--- config.mk ---
export PLATFORM = sky130hd
export DESIGN_NAME = posit_pack
export DESIGN_NICKNAME = d
export VERILOG_FILES = /design/src/rtl/posit_pkg.sv /design/src/rtl/posit_lane_enc.sv /design/src/rtl/posit_pack.sv
export SDC_FILE = /design/constraint.sdc
export NUM_CORES = 1
export LEC_CHECK = 0
export ABC_AREA = 1
export CAP_MARGIN = 10
export CORE_AREA = 4 4 170 172
export DETAILED_ROUTE_END_ITERATION = 10
export DIE_AREA = 0 0 174 176
export PLACE_DENSITY = 0.92
export SLEW_MARGIN = 20
export SYNTH_ARGS = -nofsm -noshare
export SYNTH_HDL_FRONTEND = slang
export SYNTH_SLANG_ARGS = --single-unit
--- constraint.sdc ---
create_clock -name clk -period 4.1 [get_ports clk]
set_input_delay 1.025 -clock clk [delete_from_list [all_inputs] [get_ports clk]]
set_output_delay 1.025 -clock clk [all_outputs]
set_load 0.05 [all_outputs]
--- src/rtl/posit_pkg.sv ---
// Shared definitions for the SIMD posit encoder: lane modes, widths, exponent sizes,
// the per-beat stage-1 record and the lane rounding/packing helper.
package posit_pkg;

  typedef enum logic [1:0] {
    MODE_P8  = 2'b00,
    MODE_P16 = 2'b01,
    MODE_P32 = 2'b10
  } mode_e;

  localparam int N_P8  = 8;
  localparam int N_P16 = 16;
  localparam int N_P32 = 32;

  localparam int ES_P8  = 0;
  localparam int ES_P16 = 1;
  localparam int ES_P32 = 2;

  // Largest representable |scale| for an n-bit posit with es exponent bits.
  function automatic int max_scale(input int n, input int es);
    return (n - 2) << es;
  endfunction

  localparam int MAXSCALE_P8  = max_scale(N_P8,  ES_P8);
  localparam int MAXSCALE_P16 = max_scale(N_P16, ES_P16);
  localparam int MAXSCALE_P32 = max_scale(N_P32, ES_P32);

  function automatic logic [31:0] nar_pat(input int n);
    return 32'd1 << (n - 1);
  endfunction

  function automatic logic [31:0] maxpos_pat(input int n);
    return (32'd1 << (n - 1)) - 32'd1;
  endfunction

  localparam logic [31:0] MINPOS_PAT = 32'd1;

  // Lane slots follow the sign mapping: P8 lane i -> slot i, P16 lane j -> slot 2j+1,
  // P32 -> slot 3. Magnitudes sit at the LSBs of their lane's bit field.
  typedef struct packed {
    mode_e       mode;
    logic [30:0] mag;
    logic [3:0]  guard;
    logic [3:0]  rsticky;
    logic [3:0]  sat_hi;
    logic [3:0]  sat_lo;
    logic [3:0]  sign;
    logic [3:0]  zero;
    logic [3:0]  nar;
  } stage1_t;

  // Round-to-nearest-even, saturate, apply sign and special values for one n-bit lane.
  function automatic logic [31:0] round_lane(
    input int          n,
    input logic [31:0] mag,
    input logic        guard,
    input logic        rsticky,
    input logic        sat_hi,
    input logic        sat_lo,
    input logic        sign,
    input logic        zero,
    input logic        nar
  );
    logic [31:0] mag_mask;
    logic [31:0] m;
    logic [31:0] word;
    mag_mask = maxpos_pat(n);
    if (sat_hi)
      m = mag_mask;
    else if (sat_lo)
      m = MINPOS_PAT;
    else if (guard && (rsticky || mag[0]))
      m = (mag == mag_mask) ? mag_mask : mag + 32'd1;  // carry would land on NaR
    else
      m = mag;
    word = m & mag_mask;
    if (sign)
      word = (~word + 32'd1) & (mag_mask | nar_pat(n));
    if (nar)
      word = nar_pat(n);
    else if (zero)
      word = '0;
    return word;
  endfunction

endpackage

--- src/rtl/posit_lane_enc.sv ---
// Stage-1 lane assembly: lays out {regime, exponent, fraction} for one posit lane and
// splits it into the unrounded magnitude, guard bit and sticky bit. Purely combinational.
module posit_lane_enc #(
  parameter int N  = 8,
  parameter int ES = 0,
  parameter int SW = 4,
  parameter int FW = 7
) (
  input  logic [SW-1:0] scale,
  input  logic [FW-1:0] frac,
  input  logic          sticky,
  output logic [N-2:0]  mag,
  output logic          guard,
  output logic          rsticky
);

  localparam int TW = 1 + ES + FW;
  localparam int BW = TW + N;

  logic [SW-1:0] k;
  logic          fill;
  logic [SW:0]   k_ext;
  logic [SW:0]   run_full;
  logic [SW:0]   run;
  logic [TW-1:0] tail;
  logic [BW-1:0] base;
  logic [BW-1:0] shifted;

  assign k     = SW'($signed(scale) >>> ES);
  assign fill  = ~k[SW-1];
  assign k_ext = {k[SW-1], k};

  // Regime run length: k+1 ones for k>=0, -k zeros otherwise. Runs past the lane are
  // clamped; such scales are saturated downstream anyway.
  assign run_full = fill ? k_ext + (SW+1)'(1) : ~k_ext + (SW+1)'(1);
  assign run      = (run_full > (SW+1)'(N)) ? (SW+1)'(N) : run_full;

  if (ES > 0) begin : g_exp
    assign tail = {~fill, scale[ES-1:0], frac};
  end else begin : g_noexp
    assign tail = {~fill, frac};
  end

  // The N zero bits below the tail absorb the shift, so nothing is lost before the sticky OR.
  assign base    = {tail, {N{1'b0}}};
  assign shifted = (base >> run) | (fill ? ~({BW{1'b1}} >> run) : '0);

  assign mag     = shifted[BW-1 -: N-1];
  assign guard   = shifted[BW-N];
  assign rsticky = sticky | (|shifted[BW-N-1:0]);

endmodule

--- src/rtl/posit_pack.sv ---
// SIMD posit encoder: two-stage valid/ready pipeline packing 4xP8, 2xP16 or 1xP32
// lanes from sign/scale/fraction with round-to-nearest-even.
module posit_pack
  import posit_pkg::*;
#(
  parameter int W    = 32,
  parameter int ES8  = ES_P8,
  parameter int ES16 = ES_P16,
  parameter int ES32 = ES_P32
) (
  input  logic           clk,
  input  logic           rst_n,
  input  logic           in_valid,
  output logic           in_ready,
  input  logic [1:0]     mode,
  input  logic [W/8-1:0] s,
  input  logic [W/2-1:0] scale,
  input  logic [W-5:0]   frac,
  input  logic [W/8-1:0] sticky,
  input  logic [W/8-1:0] zero,
  input  logic [W/8-1:0] nar,
  output logic           out_valid,
  input  logic           out_ready,
  output logic [W-1:0]   out
);

  localparam int MAXSC8  = max_scale(N_P8,  ES8);
  localparam int MAXSC16 = max_scale(N_P16, ES16);
  localparam int MAXSC32 = max_scale(N_P32, ES32);

  logic [6:0]  p8_mag  [4];
  logic [3:0]  p8_g, p8_s, p8_hi, p8_lo;
  logic [14:0] p16_mag [2];
  logic [1:0]  p16_g, p16_s, p16_hi, p16_lo;
  logic [30:0] p32_mag;
  logic        p32_g, p32_s, p32_hi, p32_lo;

  for (genvar i = 0; i < 4; i++) begin : g_p8
    posit_lane_enc #(.N(N_P8), .ES(ES8), .SW(4), .FW(7)) u_enc (
      .scale   (scale[4*i +: 4]),
      .frac    (frac[7*i +: 7]),
      .sticky  (sticky[i]),
      .mag     (p8_mag[i]),
      .guard   (p8_g[i]),
      .rsticky (p8_s[i])
    );
    assign p8_hi[i] = int'($signed(scale[4*i +: 4])) >  MAXSC8;
    assign p8_lo[i] = int'($signed(scale[4*i +: 4])) < -MAXSC8;
  end

  for (genvar j = 0; j < 2; j++) begin : g_p16
    posit_lane_enc #(.N(N_P16), .ES(ES16), .SW(8), .FW(14)) u_enc (
      .scale   (scale[8*j +: 8]),
      .frac    (frac[14*j +: 14]),
      .sticky  (sticky[2*j+1]),
      .mag     (p16_mag[j]),
      .guard   (p16_g[j]),
      .rsticky (p16_s[j])
    );
    assign p16_hi[j] = int'($signed(scale[8*j +: 8])) >  MAXSC16;
    assign p16_lo[j] = int'($signed(scale[8*j +: 8])) < -MAXSC16;
  end

  posit_lane_enc #(.N(N_P32), .ES(ES32), .SW(16), .FW(28)) u_enc_p32 (
    .scale   (scale),
    .frac    (frac),
    .sticky  (sticky[3]),
    .mag     (p32_mag),
    .guard   (p32_g),
    .rsticky (p32_s)
  );
  assign p32_hi = int'($signed(scale)) >  MAXSC32;
  assign p32_lo = int'($signed(scale)) < -MAXSC32;

  // Stage 1 record: the selected mode's lanes placed in a shared slot layout.
  stage1_t st1_d, st1_q;

  always_comb begin
    st1_d      = '0;
    st1_d.sign = s;
    st1_d.zero = zero;
    st1_d.nar  = nar;
    case (mode)
      2'b00: begin
        st1_d.mode = MODE_P8;
        for (int i = 0; i < 4; i++) begin
          st1_d.mag[8*i +: 7] = p8_mag[i];
        end
        st1_d.guard   = p8_g;
        st1_d.rsticky = p8_s;
        st1_d.sat_hi  = p8_hi;
        st1_d.sat_lo  = p8_lo;
      end
      2'b01: begin
        st1_d.mode = MODE_P16;
        for (int j = 0; j < 2; j++) begin
          st1_d.mag[16*j +: 15]  = p16_mag[j];
          st1_d.guard[2*j+1]     = p16_g[j];
          st1_d.rsticky[2*j+1]   = p16_s[j];
          st1_d.sat_hi[2*j+1]    = p16_hi[j];
          st1_d.sat_lo[2*j+1]    = p16_lo[j];
        end
      end
      default: begin
        st1_d.mode       = MODE_P32;
        st1_d.mag        = p32_mag;
        st1_d.guard[3]   = p32_g;
        st1_d.rsticky[3] = p32_s;
        st1_d.sat_hi[3]  = p32_hi;
        st1_d.sat_lo[3]  = p32_lo;
      end
    endcase
  end

  // Stage 2: round and pack every lane shape, then pick by the registered mode.
  logic [31:0] w8  [4];
  logic [31:0] w16 [2];
  logic [31:0] w32;
  logic [31:0] out_d;

  for (genvar i = 0; i < 4; i++) begin : g_r8
    assign w8[i] = round_lane(N_P8, {25'b0, st1_q.mag[8*i +: 7]}, st1_q.guard[i],
                              st1_q.rsticky[i], st1_q.sat_hi[i], st1_q.sat_lo[i],
                              st1_q.sign[i], st1_q.zero[i], st1_q.nar[i]);
  end

  for (genvar j = 0; j < 2; j++) begin : g_r16
    assign w16[j] = round_lane(N_P16, {17'b0, st1_q.mag[16*j +: 15]}, st1_q.guard[2*j+1],
                               st1_q.rsticky[2*j+1], st1_q.sat_hi[2*j+1], st1_q.sat_lo[2*j+1],
                               st1_q.sign[2*j+1], st1_q.zero[2*j+1], st1_q.nar[2*j+1]);
  end

  assign w32 = round_lane(N_P32, {1'b0, st1_q.mag}, st1_q.guard[3], st1_q.rsticky[3],
                          st1_q.sat_hi[3], st1_q.sat_lo[3], st1_q.sign[3],
                          st1_q.zero[3], st1_q.nar[3]);

  always_comb begin
    out_d = '0;
    case (st1_q.mode)
      MODE_P8: begin
        for (int i = 0; i < 4; i++) begin
          out_d[8*i +: 8] = w8[i][7:0];
        end
      end
      MODE_P16: begin
        for (int j = 0; j < 2; j++) begin
          out_d[16*j +: 16] = w16[j][15:0];
        end
      end
      default: out_d = w32;
    endcase
  end

  // Pipeline control
  logic v1, v2;
  logic adv2;

  assign adv2      = !v2 || out_ready;
  assign in_ready  = !v1 || adv2;
  assign out_valid = v2;

  // NOTE: state updates use non-blocking assignments so every register samples pre-edge values.
  always_ff @(posedge clk) begin
    if (!rst_n) begin
      v1  <= 1'b0;
      v2  <= 1'b0;
      out <= '0;
    end else begin
      if (adv2) begin
        v2 <= v1;
        if (v1) out <= out_d;
      end
      if (in_ready) v1 <= in_valid;
    end
  end

  // NOTE: payload register carries no reset; v1 qualifies it, so stale contents are never used.
  always_ff @(posedge clk) begin
    if (in_ready && in_valid) st1_q <= st1_d;
  end

endmodule

==> results of run 1 <==
## layer usage
metal	track usage [%]	GRT overflow
met5	7.85	0
met4	57.4	6
met3	42.3	0
met2	78.8	7
met1	61.2	0
## cell usage after synthesis, types with 5 or more instances
library cell,instances,share of area [%]
nor2_1,278,6.1
o31ai_1,11,0.48
edfxtp_1,61,11
or2_2,7,0.26
dfxtp_1,34,4.0
a221oi_1,7,0.36
o21ai_0,282,8.3
a211oi_1,6,0.26
buf_2,30,0.88
nand2_1,1025,23
nand3_1,366,11
nor2_4,5,0.33
inv_2,16,0.35
buf_1,11,0.24
o221ai_1,7,0.36
xnor2_1,22,1.1
o2111ai_1,14,0.72
xor2_1,55,2.8
ha_1,43,3.2
a22oi_1,11,0.48
buf_4,15,0.66
inv_1,286,6.3
o21ai_1,36,1.1
clkbuf_1,87,1.9
o22ai_1,10,0.37
nand4_1,68,2.5
nand3b_1,10,0.44
a21oi_1,147,4.3
nor2_2,15,0.55
nor3_1,50,1.5
nor4_1,10,0.37
clkinv_1,7,0.15
o211ai_1,42,1.9
a31oi_1,21,0.77
## stage by stage
stage	instance area, µm²	hold WS [ps]	TNS, ps	cells	utilization [%]
floorplan	17000	520	0	3153	-
global placement	21300	452	-11700	3898	77.6
detailed placement	21300	466	-19750	3898	77.6
CTS	22200	471	-5.29	3940	80.8
## cells by family after synthesis
kind of cell / count (synthesis) / share of synthesized area [%]
adders and majority gates: 43 / 3.16
buffers and inverters: 454 / 10.6
AOI/OAI and AO/OA: 632 / 21.3
xor gates and xnor gates: 77 / 3.96
and+or+nand+nor: 1851 / 46.1
muxes: 1 / 0.0587
DFF: 95 / 14.7
## timing repair
item | in CTS
pin swaps | 21
cloned | 5
gates resized for setup | 109
setup buffers | 21
endpoints found under the setup margin | 34
==> results.md, run 1 <==
Outcome:
- The run stopped with a tool error.
- The flow stopped in global routing.
- The first error in the log reads "[ERROR GRT-0116] Global routing finished with congestion. Check the congestion regions in the DRC Viewer".

Clock tree:
- The library cell used as clock root buffer is clkbuf_16.
- The clock drives 95 sinks.
- No sink is reached through more buffers than the 2 on the longest clock path.
- The number of buffers created by CTS is 9.
- For this design, the CTS-stage hold fixing added 0 buffers.
- The H-tree was split into 3 levels.

Synthesis:
- The number of library cell types mapped by synthesis is between 60 and 70.
- For this run, the register share of the synthesized area comes to between 10% and 20%.
- The yosys synthesis warning count is 0.
- The number of enable flip-flop cells after synthesis is 61.
- Counting every instance in the synthesized netlist gives 3,153.
- The share of flip-flops with an asynchronous set or reset after synthesis is 0%.
- The mean instance size in the synthesized netlist is between 5 and 6 µm².
- The cell area that synthesis handed to floorplanning was approximately 17,000 µm².
- Among all flip-flop cells after synthesis, the most frequent one is edfxtp_1.
- Synthesis produced a netlist with a net count of around 3,300.
- In this run, synthesis produced a sequential element count of between 90 and 100.

Global routing:
- The first global-routing pass estimated 149,000 µm of wire.
- The largest net degree at the start of global routing is 41.
- The via count of the first global-routing pass is about 29,000.
- The overall fraction of global-route tracks in use is approximately 60%.
- The final global-route overflow total is 13.

Floorplanning:
- 100 I/O pins were placed.
- Row generation in the floorplan step produced a little over 60 rows.
- Once the floorplan was initialized, standard cells occupied between 60% and 70% of the core.
- The die extent in y is between 150 and 200 µm.
- In this run the horizontal extent of the chip is around 170 µm.

Placed design:
- The placer's final routability congestion estimate is ~1.3.
- The count of buffers added on input and output ports is 99.
- The HPWL after detailed placement is slightly below 60,000 µm.
- The post-placement setup slack is -745 ps.
==> run 2: changes to the inputs <==
--- a/config.mk
+++ b/config.mk
@@ -7,10 +7,10 @@
 export LEC_CHECK = 0
 export ABC_AREA = 1
 export CAP_MARGIN = 10
-export CORE_AREA = 4 4 170 172
+export CORE_AREA = 4 4 212 214
 export DETAILED_ROUTE_END_ITERATION = 10
-export DIE_AREA = 0 0 174 176
-export PLACE_DENSITY = 0.92
+export DIE_AREA = 0 0 216 218
+export PLACE_DENSITY_LB_ADDON = 0.15
 export SLEW_MARGIN = 20
 export SYNTH_ARGS = -nofsm -noshare
 export SYNTH_HDL_FRONTEND = slang
==> results.md, run 2 <==
STA:
- The max-slew violation count is 0.
- The post-layout minimum cycle time is 3950 ps.
- For the pin with the worst max-slew slack, the measured transition is 847 ps.
- The final clock period utilization by the worst path is 96.3%.
- Setup repair after global routing could not meet its margin everywhere.
- Adding up every negative setup slack in the final design gives 0 ps.
- The final hold violation count is 0.
- Measured against its own limit, the worst slew margin works out to 43.5%.
- The total setup violations reported at the end of the flow is 0.
- Derived from the worst setup path, the maximum achievable clock frequency is between 0.2 and 0.3 GHz.
- The setup skew after layout is between 10 and 15 ps.

Clock tree:
- The clock latency at the later pin of the worst-skew pair is between 300 and 400 ps.
- The tree built by TritonCTS fans out to between 90 and 100 sinks.
- The cts-stage hold buffer count is 0.
- The cell sitting at the root of the clock tree is a clkbuf_16.
- The number of buffers created by CTS is 9.
- The H-tree depth is 3.
- The clock transition time at the flip-flop clock pins of the worst setup and hold paths is approximately 70 ps.
- The clock passes through at most 2 buffers.
- The TritonCTS clock tree is built.

Layout:
- The register with the most flip-flops in the layout has 61 of them.
- The most common library cell in the layout ignoring fill and taps is nand2_1.
- The largest registers in the layout are st1_q: 61 flops, out: 32 flops.
- The final layout contains 3,787 nets.
- The top register by number of flip-flops is st1_q.
- 0 antenna diodes ended up in the layout.
- The synthesis-to-finish area growth is 39.8%.
- Leaving out fill and tap cells, the most frequent cells in the layout are 976 x nand2_1, 518 x buf_4, 306 x nand3_1.
- Cells fill between 50% and 60% of the core in the end.
- The fill cell total of the finished layout is about 4,400.
- Cells with a size suffix above 1 make up between 20% and 30% of the layout.

Floorplanning:
- The core region is ~43,000 µm².
- The die footprint is 47,100 µm².
- The floorplan row count is 76.
- From bottom edge to top edge, the die measures 218 µm.
- In this run the horizontal extent of the chip is 216 µm.
- In this run the count of I/O pins placed on the die edge is 100.
- For this configuration, the core starts out at a cell density of 39.7%.

Global routing:
- The met1 demand-to-capacity share in global routing is between 40% and 50%.
- Entering global routing, the biggest net connects 48 pins.
- The met2 routing resource usage after global routing is a little under three fifths.
- For this run, global-route usage on met3 was measured as 2.49%.
- The initial antenna violation count came to 2.
- In this run the most used layer during global routing was met2.
- Global routing consumed, over all layers together, around 33% of the routing resources.
- The global-route wire length before repair is ~120,000 µm.
- The final global-route overflow total is 0.
- The via count of the first global-routing pass was roughly 22,000.

Synthesis:
- In the synthesized netlist the async set-or-reset flop fraction comes to 0%.
- The top-area cell type share of the netlist area is between 20% and 30%.
- The number of library cell types mapped by synthesis is 64.
- After synthesis, the most frequently instantiated cells are 1,025 x nand2_1, 366 x nand3_1, 286 x inv_1, 282 x o21ai_0, 278 x nor2_1.
- Yosys mapped a number of flops with a built-in enable equal to 61.
- The largest area contributor in the synthesized netlist is nand2_1.
- The primary flip-flop cell chosen by synthesis mapping is edfxtp_1.
- The mapped netlist covers about 17,000 µm².
- The synthesized design contains 95 register bits.
- The total nets after synthesis is between 3,000 and 4,000.
- The Yosys step of the flow raised 0 warnings.
- Summing the sequential cell areas from Yosys gives between 10% and 20% of the chip area.
- Ranked by total cell area, the synthesized netlist is headed by nand2_1 23%, edfxtp_1 11%, nand3_1 11%, o21ai_0 8.3%, inv_1 6.3%.
- Counting every instance in the synthesized netlist gives between 3,000 and 4,000.
- The mean instance size in the synthesized netlist is 5.40 µm².
- The most common cell in the synthesized netlist is nand2_1.

Worst setup path:
- The end of the worst register-to-register path is out[14].
- STA puts the critical path data required time at 4230 ps.
- The setup check on the worst reg-to-reg path leaves a slack of approximately 350 ps.
- The library cell contributing the largest single delay on the critical path is o21ai_4.
- The most critical setup path has its startpoint at scale[11].
- In this run the worst path has a maximum fanout of 5.
- The worst register-to-register path has a depth of 25.
- The worst setup path is captured at a flop.
- The kind of critical path is primary input to flop.
- The most numerous cell type found on the critical path is nand2_1.
- In this run the worst setup path terminates at st1_q[23].
- The kind of launch point of the worst setup path is a primary input.
- Data arrives at the worst endpoint at 4080 ps.
- The launch instance of the worst register-to-register path is st1_q[28].
- The longest individual stage delay on the worst path is between 200 and 250 ps.

Placed design:
- The count of input and output buffers is slightly below 100.
- The HPWL after detailed placement is ~67,000 µm.
- The placer's final routability congestion estimate is 1.03.

Routing:
- The total iterations of the first detailed-routing run is 7.
- After detailed routing, the number of remaining DRC violations is 0.
- Across all layers, the routed design uses between 20,000 and 25,000 vias.
- In the routed layout, each cell is associated on average with a via count of approximately 5.6.
- The post-route antenna net violation count is 0.
- The total wire length is about 80,000 µm.
- The initial DRC count is around 2,100.
- The post-detailed-route wirelength per cell is 19.1 µm.

Power and ir drop:
- The worst-case IR drop observed on VDD is ~240 µV.
- For this design the static power due to leakage is ~11 nW.
- The cell area power density is 216 nW/µm².

Flow run:
- Across the run, the number of max-cap violations was 0.

Outcome:
- The flow ran to the end, and the final reports show no timing, DRC or antenna violations.

Min path:
- The min-delay analysis places its worst path in the category flop to flop.
-- run 2: cell counts after synthesis --
No cell type changed its count.
-- run 2: cell type report --
cell class                 count  area (µm²)  share of cell area (%)
clock buffer                   9         225                   0.945
clock inverter                 7        96.3                   0.404
inverter                     309        1180                    4.94
multi-input combinational   2604       13500                    56.8
sequential                    95        2510                    10.5
tap                          585         732                    3.07
timing repair buffer         659        5560                    23.3
-- run 2: cells by family (layout without fill, tap and decap cells) --
group	count (synthesis)	in the layout	synth area share [%]
AND/OR/NAND/NOR	1851	1851	46.1
AO/OA/AOI/OAI	632	632	21.3
buffers and inverters	454	984	10.6
flip-flops	95	95	14.7
XOR/XNOR	77	77	3.96
adder cells (fa/ha/maj)	43	43	3.16
multiplexers	1	1	0.0587
-- run 2: metrics by stage --
step	instances	instance area (µm²)	setup slack [ps]	power [mW]	hold WS (ps)
2_1_floorplan	3153	17000	253	2.74	520
3_5_place_dp	4218	22300	-805	4.02	457
6_report	4268	23800	150	5.15	465
3_3_place_gp	4218	22300	-774	4.01	451
4_1_cts	4246	23000	8.78	5.00	468
5_1_grt	4268	23800	-73.7	5.47	493
-- run 2: routing by layer --
layer	share of wire, %	routed length (µm)	vias to the layer above
met5	0	0	-
met4	5.6	4540	0
met3	6.9	5610	256
met2	47	38600	1131
met1	40	32900	11000
li1	-	-	11700
-- run 2: power by group --
group / internal, mW / switching (mW)
clock: 0.535 / 0.385
sequential: 1.11 / 0.0873
combinational: 1.22 / 1.81
total: 2.86 / 2.28
-- run 2: timing repair --
item                                    in CTS  in global routing
gates resized for setup                    110                204
setup buffers                               11                 20
endpoints found under the setup margin      37                 34
cloned                                       1                  4
pin swaps                                   16                 72
-- run 2: worst min-delay path by stage --
stage	startpoint	end	slack (ps)	cells after the start
after CTS	out[21]	out[21]	470	2
after detailed placement	out[27]	out[27]	460	2
after floorplan	st1_q[5]	out[15]	520	3
after global routing	out[21]	out[21]	490	2
after global placement	out[6]	out[6]	450	2
final	out[6]	out[6]	470	2
-- run 2: worst max-delay path, delay by kind of cell --
| kind | cells | cell delay (ps) |
|---|---|---|
| AO/OA/AOI/OAI | 3 | 460 |
| XOR/XNOR | 1 | 190 |
| buffers and inverters | 8 | 1090 |
| AND/OR/NAND/NOR | 16 | 1340 |
Power figures use the tool's default switching activity.
==> run 3: changes to the inputs <==
--- a/config.mk
+++ b/config.mk
@@ -6,10 +6,11 @@
 export NUM_CORES = 1
 export LEC_CHECK = 0
 export ABC_AREA = 1
+export ABC_CLOCK_PERIOD_IN_PS = 4100
 export CAP_MARGIN = 10
-export CORE_AREA = 4 4 212 214
+export CORE_AREA = 4 4 244 246
 export DETAILED_ROUTE_END_ITERATION = 10
-export DIE_AREA = 0 0 216 218
+export DIE_AREA = 0 0 248 250
 export PLACE_DENSITY_LB_ADDON = 0.15
 export SLEW_MARGIN = 20
 export SYNTH_ARGS = -nofsm -noshare
==> results.md, run 3 (synthesis gave the netlist of run 2 again) <==
Outcome:
- The run finished with clean final reports.

Layout:
- The final core utilization is between 40% and 50%.
- Cells with a size suffix above 1 make up a little over a fifth of the layout.
- The filler cells instantiated in the layout total between 6,000 and 7,000.
- The repair_antennas step left the layout with diodes totalling 0.
- The finished layout holds approximately 4,500 standard cells, fillers aside.
- The area growth from synthesis to layout is 40.8%.
- In the layout the commonest cells are 995 x nand2_1, 559 x buf_4, 324 x nand3_1.
- Across the whole layout, storage elements account for 2510 µm².
- The top register by number of flip-flops is st1_q.
- The area of the multi-input gates is 13,300 µm².
- For this run, the post-layout net count is ~3,800.
- The largest registers in the layout are st1_q: 61 flops, out: 32 flops.
- The library cell used most frequently in the layout, excluding fill and tap cells, is nand2_1.
- The number of flip-flops under the largest register name is 61.

Power and ir drop:
- Dividing total power by cell area gives a power density of approximately 210 nW/µm².
- For this design the total switching power over the nets is between 2 and 2.5 mW.
- The clock network accounts for between 10% and 20% of the total power.
- The sequential cell fraction of total power is around 23%.
- Net switching is between 40% and 50% of the power.
- Combinational logic burns 57.9% of the power.
- The cell leakage power is around 11 nW.
- VDD sags by at most between 200 and 250 µV.
- The completed layout was analyzed and its total power is approximately 5 mW.
- The cell-internal power is between 2 and 3 mW.

Placed design:
- Routability-driven placement finished with a final weighted congestion of 0.973.
- The count of input and output buffers is slightly below 100.
- After legalization and detailed placement, the total HPWL measured 68,100 µm.
- The post-placement setup slack is -929 ps.
- The total placed cells including tap cells is roughly 4,400.

STA:
- The final clock period utilization by the worst path is between 90 and 100%.
- The worst pin sits at a relative slew slack of 45.0%.
- The final hold violation count is 0.
- The post-layout minimum cycle time is around 4000 ps.
- Derived from the worst setup path, the maximum achievable clock frequency is between 0.2 and 0.25 GHz.
- After routing, the total negative slack on setup checks comes to 0 ps.
- The post-layout worst setup margin is approximately 80 ps.
- Setup repair after global routing could not meet its margin everywhere.
- For the pin with the worst max-slew slack, the measured transition is a little over 800 ps.
- Setup violations remaining at the end of the flow were counted as 0.
- The max-slew violation count came to 0.
- For the final database, setup skew stands at a little over 10 ps.

Routing:
- The detailed router placed 23,200 vias in this run.
- The total iterations of the first detailed-routing run is 5.
- The post-route antenna net violation count is 0.
- The post-detailed-route wirelength per cell is 18.2 µm.
- The initial DRC count is about 1,800.
- The final layout contains routed wiring with a total length of slightly above 80,000 µm.
- The post-detailed-route via-to-cell ratio is just over 5.
- The DRC violation count after routing is 0.

Global routing:
- The total overflow left after global routing is 0.
- The global-route wire length before repair is approximately 120,000 µm.
- Entering global routing, the biggest net connects 54 pins.
- The via count of the first global-routing pass came to ~21,000.
- The initial antenna violation count is 1.
- The overall fraction of global-route tracks in use is roughly a quarter.

Worst setup path:
- In this run the worst path has a maximum fanout of 14.
- The reg-to-reg setup timing slack is roughly 410 ps.
- The worst setup path is captured at a flop.
- The critical path in this run is classified as primary input to flop.
- The count of cells along the worst register-to-register path is 23.
- The cell repeated most along the worst path is nand2_1.
- Among all stages on the critical path, the largest delay is contributed by nor2_4.
- At the worst endpoint, the arrival time is around 4200 ps.
- The longest individual stage delay on the worst path is 230 ps.
- Tracing the worst setup path back leads to its startpoint at scale[15].
- The worst register-to-register path begins at st1_q[53].
- At the worst endpoint, the required time is roughly 4200 ps.
- In this run the critical register-to-register path is captured at out[27].
- The worst setup path is launched from a primary input.

Floorplanning:
- The core region is 57,400 µm².
- After floorplanning, the core was divided into 88 placement rows.
- 100 I/O pins were placed.
- The die covers around 62,000 µm².
- The effective utilization at floorplan is between 20% and 30%.
- The die extent in y is about 250 µm.
- The chip width is around 250 µm.

Min path:
- The worst hold path was traced through 2 stages.
- In this run the worst hold path is classified as flop to flop.
- The worst min-delay path startpoint is out[30].
- For hold timing, the worst endpoint is out[30].

Clock tree:
- The maximum buffer depth of the clock tree is 2.
- In this run, CTS created clock tree buffers numbering 9.
- TritonCTS built the clock tree.
- The library cell used as clock root buffer is clkbuf_16.
- The H-tree was split into 3 levels.
- At the later pin of the worst-skew pair, clock insertion delay measures ~380 ps.
- The clock transition time at the flip-flop clock pins of the worst setup and hold paths is around 70 ps.
- The number of sinks handled by clock tree synthesis is 95.

Flow run:
- The number of violations of the max-capacitance limit is 0.
-- run 3: changes by cell type in the layout (fill, tap and decap cells not counted), sizes merged --
cell	before	now
inv	303	304
clkinvlp	2	0
clkbuf	23	24
dlymetal6s2s	1	3
clkdlybuf4s15	0	1
buf	560	588
bufinv	2	3
-- run 3: how the worst max path moves through the flow --
stage                endpoint
floorplan           st1_q[30]
global placement    st1_q[23]
detailed placement  st1_q[23]
CTS                 st1_q[23]
global route        st1_q[23]
finish              st1_q[23]
-- run 3: what timing repair did --
item | CTS | global route
gates resized for setup | 75 | 151
pin swaps | 12 | 34
setup buffers | 8 | 17
hold buffers | 0 | 0
gates cloned | 0 | 4
setup endpoints to repair | 35 | 39
-- run 3: power by group through the flow --
stage	combinational, mW	clock, mW	sequential [mW]
after floorplan	1.50	0	1.24
after global placement	2.89	0	1.20
after detailed placement	2.88	0	1.20
after CTS	2.91	1.01	1.18
after global routing	3.27	1.04	1.19
final	2.99	0.983	1.18
-- run 3: layout make-up --
type                       count  share of cell area (%)
clock buffer                   9                   0.939
clock inverter                 7                   0.501
inverter                     309                    4.86
multi-input combinational   2604                    55.5
sequential                    95                    10.5
tap                          765                    3.99
timing repair buffer         691                    23.8
-- run 3: metrics by stage --
step / area, µm² / hold WS (ps)
floorplan: 17000 / 520
global placement: 22700 / 455
global route: 24000 / 482
CTS: 23300 / 468
finish: 24000 / 465
detailed placement: 22700 / 458
-- run 3: worst max-delay path: cells and delay by family --
kind | cells | cell delay (ps)
buffers and inverters | 6 | 920
AOI/OAI and AO/OA | 2 | 330
and+or+nand+nor | 21 | 1880
-- run 3: metal layers --
layer / vias up / track usage, % / part of all wire [%]
li1: 11700 / - / -
met1: 10600 / 34.5 / 45
met2: 749 / 42.3 / 47
met4: 0 / 7.01 / 3.0
met3: 127 / 1.87 / 5.4
met5: - / 0 / 0
